--- config.mk ---
export PLATFORM = sky130hd
export DESIGN_NAME = pipe_stage_skid_flat
export DESIGN_NICKNAME = d
export VERILOG_FILES = /design/src/rtl/pipe_stage_skid_if.sv /design/src/rtl/pipe_stage_skid.sv /design/src/flat_wrapper.sv
export SDC_FILE = /design/constraint.sdc
export NUM_CORES = 1
export LEC_CHECK = 0
export CAP_MARGIN = 20
export CORE_ASPECT_RATIO = 1.75
export CORE_MARGIN = 1
export CORE_UTILIZATION = 53
export CTS_CLUSTER_DIAMETER = 80
export DETAILED_ROUTE_END_ITERATION = 10
export GPL_TIMING_DRIVEN = 1
export MAX_ROUTING_LAYER = met4
export PLACE_DENSITY_LB_ADDON = 0.15
export SETUP_SLACK_MARGIN = 0.15
export SLEW_MARGIN = 20
export SYNTH_ARGS = -nofsm -noshare
export SYNTH_HDL_FRONTEND = slang
export SYNTH_SLANG_ARGS = --single-unit
--- constraint.sdc ---
create_clock -name clk -period 3 [get_ports clk]
set_clock_uncertainty 0.15 [all_clocks]
set_input_delay 0.6 -clock clk [delete_from_list [all_inputs] [get_ports clk]]
set_output_delay 0.6 -clock clk [all_outputs]
set_load 0.01 [all_outputs]
--- src/rtl/pipe_stage_skid_if.sv ---
// Valid/ready channel carrying one {pc, inst} pipeline entry.
// master drives the payload, slave returns ready.
interface pipe_stage_skid_if #(
   parameter int unsigned ADDR_W = 32,
   parameter int unsigned INST_W = 32
);
   logic              valid;
   logic              ready;
   logic [ADDR_W-1:0] pc;
   logic [INST_W-1:0] inst;

   modport master (output valid, output pc, output inst, input ready);
   modport slave  (input valid, input pc, input inst, output ready);
endinterface

--- src/rtl/pipe_stage_skid.sv ---
// Fetch/decode stage register with optional 2-entry skid, flush squash,
// NOP bubble on empty and saturating stall/flush perf counters.
module pipe_stage_skid #(
   parameter int unsigned        ADDR_W   = 32,
   parameter int unsigned        INST_W   = 32,
   parameter logic [INST_W-1:0]  NOP_INST = INST_W'(32'h0000_0013),
   parameter bit                 SKID     = 1'b1,
   parameter int unsigned        CNT_W    = 16
) (
   input  logic                 clk,
   input  logic                 reset,
   input  logic                 flush,
   pipe_stage_skid_if.slave     up_if,
   pipe_stage_skid_if.master    dn_if,
   output logic [CNT_W-1:0]     stall_cnt,
   output logic [CNT_W-1:0]     flush_cnt
);

   logic              head_valid_q;
   logic [ADDR_W-1:0] head_pc_q;
   logic [INST_W-1:0] head_inst_q;
   logic [CNT_W-1:0]  stall_cnt_q;
   logic [CNT_W-1:0]  flush_cnt_q;
   logic              accept_c;
   logic              drain_c;

   assign accept_c   = up_if.valid & up_if.ready;
   assign drain_c    = head_valid_q & dn_if.ready;

   assign dn_if.valid = head_valid_q;
   assign dn_if.pc    = head_pc_q;
   assign dn_if.inst  = head_inst_q;
   assign stall_cnt   = stall_cnt_q;
   assign flush_cnt   = flush_cnt_q;

   // Perf counters saturate at all-ones; the head slot is valid whenever any entry is.
   always_ff @(posedge clk) begin
      if (reset) begin
         stall_cnt_q <= '0;
         flush_cnt_q <= '0;
      end else begin
         if (head_valid_q && !dn_if.ready && (stall_cnt_q != {CNT_W{1'b1}}))
            stall_cnt_q <= stall_cnt_q + CNT_W'(1);
         if (flush && head_valid_q && (flush_cnt_q != {CNT_W{1'b1}}))
            flush_cnt_q <= flush_cnt_q + CNT_W'(1);
      end
   end

   if (SKID) begin : g_skid
      typedef enum logic [1:0] {EMPTY, ONE, TWO} state_e;

      state_e            state_q;
      logic [ADDR_W-1:0] skid_pc_q;
      logic [INST_W-1:0] skid_inst_q;
      logic              in_ready_q;

      assign up_if.ready = in_ready_q;

      // Head/skid FSM; empty slots are parked at 0/NOP so no X reaches downstream.
      always_ff @(posedge clk) begin
         if (reset || flush) begin
            state_q      <= EMPTY;
            head_valid_q <= 1'b0;
            head_pc_q    <= '0;
            head_inst_q  <= NOP_INST;
            skid_pc_q    <= '0;
            skid_inst_q  <= NOP_INST;
            in_ready_q   <= 1'b1;
         end else begin
            case (state_q)
               EMPTY: begin
                  if (accept_c) begin
                     state_q      <= ONE;
                     head_valid_q <= 1'b1;
                     head_pc_q    <= up_if.pc;
                     head_inst_q  <= up_if.inst;
                  end
               end
               ONE: begin
                  if (accept_c && !drain_c) begin
                     state_q     <= TWO;
                     skid_pc_q   <= up_if.pc;
                     skid_inst_q <= up_if.inst;
                     in_ready_q  <= 1'b0;
                  end else if (accept_c && drain_c) begin
                     head_pc_q   <= up_if.pc;
                     head_inst_q <= up_if.inst;
                  end else if (drain_c) begin
                     state_q      <= EMPTY;
                     head_valid_q <= 1'b0;
                     head_pc_q    <= '0;
                     head_inst_q  <= NOP_INST;
                  end
               end
               TWO: begin
                  if (drain_c) begin
                     state_q     <= ONE;
                     head_pc_q   <= skid_pc_q;
                     head_inst_q <= skid_inst_q;
                     skid_pc_q   <= '0;
                     skid_inst_q <= NOP_INST;
                     in_ready_q  <= 1'b1;
                  end
               end
               default: begin
                  state_q      <= EMPTY;
                  head_valid_q <= 1'b0;
                  head_pc_q    <= '0;
                  head_inst_q  <= NOP_INST;
                  in_ready_q   <= 1'b1;
               end
            endcase
         end
      end
   end else begin : g_single
      // Single entry: ready passes straight through from downstream.
      assign up_if.ready = ~head_valid_q | dn_if.ready;

      always_ff @(posedge clk) begin
         if (reset || flush) begin
            head_valid_q <= 1'b0;
            head_pc_q    <= '0;
            head_inst_q  <= NOP_INST;
         end else if (accept_c) begin
            head_valid_q <= 1'b1;
            head_pc_q    <= up_if.pc;
            head_inst_q  <= up_if.inst;
         end else if (drain_c) begin
            head_valid_q <= 1'b0;
            head_pc_q    <= '0;
            head_inst_q  <= NOP_INST;
         end
      end
   end

endmodule
--- src/flat_wrapper.sv ---
// flat-port wrapper written by rule: the top's interface ports become plain ports
module pipe_stage_skid_flat 
#(
   parameter int unsigned        ADDR_W   = 32,
   parameter int unsigned        INST_W   = 32,
   parameter logic [INST_W-1:0]  NOP_INST = INST_W'(32'h0000_0013),
   parameter bit                 SKID     = 1'b1,
   parameter int unsigned        CNT_W    = 16
)
  (clk, reset, flush, stall_cnt, flush_cnt, up_if_valid, up_if_pc, up_if_inst, up_if_ready, dn_if_valid, dn_if_pc, dn_if_inst, dn_if_ready);
  pipe_stage_skid_if #(.ADDR_W(ADDR_W), .INST_W(INST_W)) up_if_i ();
  pipe_stage_skid_if #(.ADDR_W(ADDR_W), .INST_W(INST_W)) dn_if_i ();
  input  logic clk;
  input  logic reset;
  input  logic flush;
  output logic [CNT_W-1:0] stall_cnt;
  output logic [CNT_W-1:0] flush_cnt;
  input wire logic [$bits(up_if_i.valid)-1:0] up_if_valid;
  input wire logic [$bits(up_if_i.pc)-1:0] up_if_pc;
  input wire logic [$bits(up_if_i.inst)-1:0] up_if_inst;
  output wire logic [$bits(up_if_i.ready)-1:0] up_if_ready;
  output wire logic [$bits(dn_if_i.valid)-1:0] dn_if_valid;
  output wire logic [$bits(dn_if_i.pc)-1:0] dn_if_pc;
  output wire logic [$bits(dn_if_i.inst)-1:0] dn_if_inst;
  input wire logic [$bits(dn_if_i.ready)-1:0] dn_if_ready;
  assign up_if_i.valid = up_if_valid;
  assign up_if_i.pc = up_if_pc;
  assign up_if_i.inst = up_if_inst;
  assign up_if_ready = up_if_i.ready;
  assign dn_if_valid = dn_if_i.valid;
  assign dn_if_pc = dn_if_i.pc;
  assign dn_if_inst = dn_if_i.inst;
  assign dn_if_i.ready = dn_if_ready;
  pipe_stage_skid #(.ADDR_W(ADDR_W), .INST_W(INST_W), .NOP_INST(NOP_INST), .SKID(SKID), .CNT_W(CNT_W)) u_core (.clk(clk), .reset(reset), .flush(flush), .up_if(up_if_i), .dn_if(dn_if_i), .stall_cnt(stall_cnt), .flush_cnt(flush_cnt));
endmodule
==> results.json <==
{
  "synth_warnings": 0,
  "hold_path_depth": 1,
  "synth_fp_nets": 748,
  "dp_hpwl_mm": 12.1,
  "tightest_slew_ns": 0.729,
  "routed_wl_mm": 18.1,
  "r2r-start": "u_core.g_skid.state_q[1]",
  "cts_tree": "yes",
  "crit_path_max_incr_delay_ns": 0.58,
  "cp.arrival_ns": 2.61,
  "synth_top_area_share_pct": 50.3,
  "fillCellCount": 877,
  "numPortBuffers": 166,
  "antenna_found_initial": 0,
  "synth_most_common_cell": "dfxtp_1",
  "drive_gt1_share_pct": 7.66,
  "cp_top_family": "buffers and inverters",
  "synth.distinct_cells": 55,
  "worstHoldStart": "u_core.dn_if.pc[2]",
  "gp_congestion": 0.838,
  "max_slew_margin_pct": 51.4,
  "final-hold-violation-count": 0,
  "nNetsFinal": 893,
  "ir_drop_mv": 0.402,
  "endpoint_kind": "register",
  "cts_hold_buf": 0,
  "grt_pass1_vias": 6153,
  "drt-wirelength-per-cell_um": 18.1,
  "grt_pass1_wl_mm": 28.9,
  "post-route-min-period_ns": 2.47,
  "io_pins": 167,
  "cts_buffer_depth": 2,
  "rr_endpoint": "u_core.dn_if.inst[26]",
  "drcViolationCount": 0,
  "setup_viol": 0,
  "drt-pass1-iter-count": 5,
  "final.setup.worst_slack_ns": 0.528,
  "h-tree-depth": 4,
  "grt_remaining_overflow": 0,
  "reg2reg_depth": 5,
  "dpl.cell_count": 968,
  "grt_max_degree": 68,
  "syn_to_final_growth_pct": 37.1,
  "worst_setup_path_start_kind": "primary input",
  "cp.required_ns": 3.14,
  "vias": 6166,
  "asyncSetResetFlopFracSynth_pct": 0,
  "criticalPathCategory": "primary input to register",
  "leakagePower_nw": 3.09,
  "reg2reg_setup_slack_ns": 0.61,
  "fmax_mhz": 405,
  "clkLatencyLatePin_ns": 0.41,
  "fin_setup_tns_ns": 0,
  "drtAntennaViolNets": 0,
  "cts_buffers": 17,
  "core_um2": 12000,
  "synth_edf_count": 0,
  "power.density_nw_per_um2": 554,
  "die_h_um": 149,
  "path_cells": "clkdlybuf4s50_1 > or2_2 > buf_4 > a21oi_1 > nand2_2 > buf_4 > o2bb2ai_1",
  "die-width_um": 85.9,
  "root_buffer": "clkbuf_16",
  "slowest_stage": "buf_4",
  "post_cts_buffers": 0,
  "maxCapViolations": 0,
  "min_period_over_period_pct": 82.4,
  "synth_flop_cell": "dfxtp_1",
  "synth_common_cells": "dfxtp_1 (164), a22oi_1 (123), nor2_1 (82)",
  "path_buf_inv": 3,
  "num_rows": 53,
  "preCtsSetupSlack_ns": 0.147,
  "clock_sinks": 164,
  "drtIter0Drc": 361,
  "synth.area.top_cells": "dfxtp_1 (50%), a22oi_1 (14%), o2bb2ai_1 (8.2%)",
  "initial_utilization_pct": 54.4,
  "cpMostUsedCell": "buf_4",
  "track_usage_pct": 29.1,
  "hold_path.class": "register to register",
  "ys_seq_area_share_pct": 50.3,
  "netlist_area_um2": 6530,
  "cts_resized": 0,
  "avgSynthCellArea_um2": 9.64,
  "die_area_um2": 12800,
  "antenna_cells": 0,
  "whs_ns": 0.316,
  "viasPerCell": 6.17,
  "whs_endpoint": "u_core.dn_if.pc[2]",
  "rsz0062_at_grt": "no",
  "ys_ff_latch": 164,
  "stdcell_count": 1000,
  "outcome": "finished, final reports clean",
  "syn-instance-count": 677,
  "slew_violations": 0,
  "synth_largest_area_cell": "dfxtp_1",
  "critPathMaxFanout": 67,
  "clk_pin_slew_worst_paths_ns": 0.07
}
==> state kept, by name, summed over array words and instances (netlist names), 2 cells and up <==
name	count
u_core.g_skid.skid_pc_q	32
u_core.dn_if.pc	32
u_core.g_skid.state_q	2
u_core.g_skid.skid_inst_q	32
u_core.stall_cnt	16
u_core.flush_cnt	16
u_core.dn_if.inst	32
==> layout by cell type, fill, tap and decap left out, types with 8 or more instances in the layout <==
cell,synthesis,layout
clkdlybuf4s50_1,0,166
dfxtp_1,164,163
a22oi_1,123,123
nor2_1,82,81
o2bb2ai_1,61,61
a21oi_1,27,26
nand2_1,20,19
clkbuf_16,0,17
buf_4,0,15
nand3_1,13,13
nor3_1,11,10
o31ai_1,9,9
or4_1,9,9
nand2b_1,8,8
==> final cells by class <==
class | instances | area, um2 | share of cell area, %
tap | 165 | 206 | 2.31
clock inverter | 15 | 193 | 2.15
timing repair buffer | 182 | 1790 | 20.1
sequential | 164 | 3280 | 36.7
multi-input combinational | 452 | 3030 | 33.8
clock buffer | 17 | 425 | 4.75
inverter | 5 | 18.8 | 0.210
==> per-stage QoR <==
step           area [um2]  power (W)  utilization, %
2_1_floorplan        6530    0.00249               -
3_3_place_gp         8330    0.00273            69.4
3_5_place_dp         8330    0.00274            69.4
4_1_cts              8950    0.00498            74.5
5_1_grt              8950    0.00513            74.5
6_report             8950    0.00496            74.5
==> layer usage <==
layer / vias to the layer above / wire length [um] / track usage [%]
li1: 2893 / - / -
met5: - / 0 / -
met3: 37 / 906 / 6.14
met4: 0 / 508 / 13.8
met1: 3009 / 6910 / 30.5
met2: 227 / 9740 / 51.3
==> power by group <==
group / internal [W] / switching (W)
registers: 0.00222 / 0.0000356
clock network: 0.00133 / 0.000928
logic: 0.000221 / 0.000216
==> worst max-delay path by stage <==
stage	from	end	slack, ns	cells past startpoint
3_3_place_gp	flush	u_core.dn_if.inst[18]	0.21	7
2_1_floorplan	dn_if_ready	u_core.stall_cnt[9]	0.84	6
6_report	flush	u_core.dn_if.inst[26]	0.53	7
3_5_place_dp	flush	u_core.dn_if.inst[26]	0.15	7
5_1_grt	flush	u_core.dn_if.inst[26]	0.46	7
4_1_cts	flush	u_core.dn_if.inst[26]	0.55	7
==> kinds of logic after synthesis <==
| logic type | Yosys count | share of synthesized area (%) |
|---|---|---|
| compound gates | 256 | 29.4 |
| xor+xnor | 2 | 0.269 |
| fa+ha+maj | 2 | 0.383 |
| buf+inv | 61 | 3.74 |
| flops | 164 | 50.3 |
| mux | 11 | 1.84 |
| simple gates | 181 | 14.0 |
(Power assumes the default switching activity.)
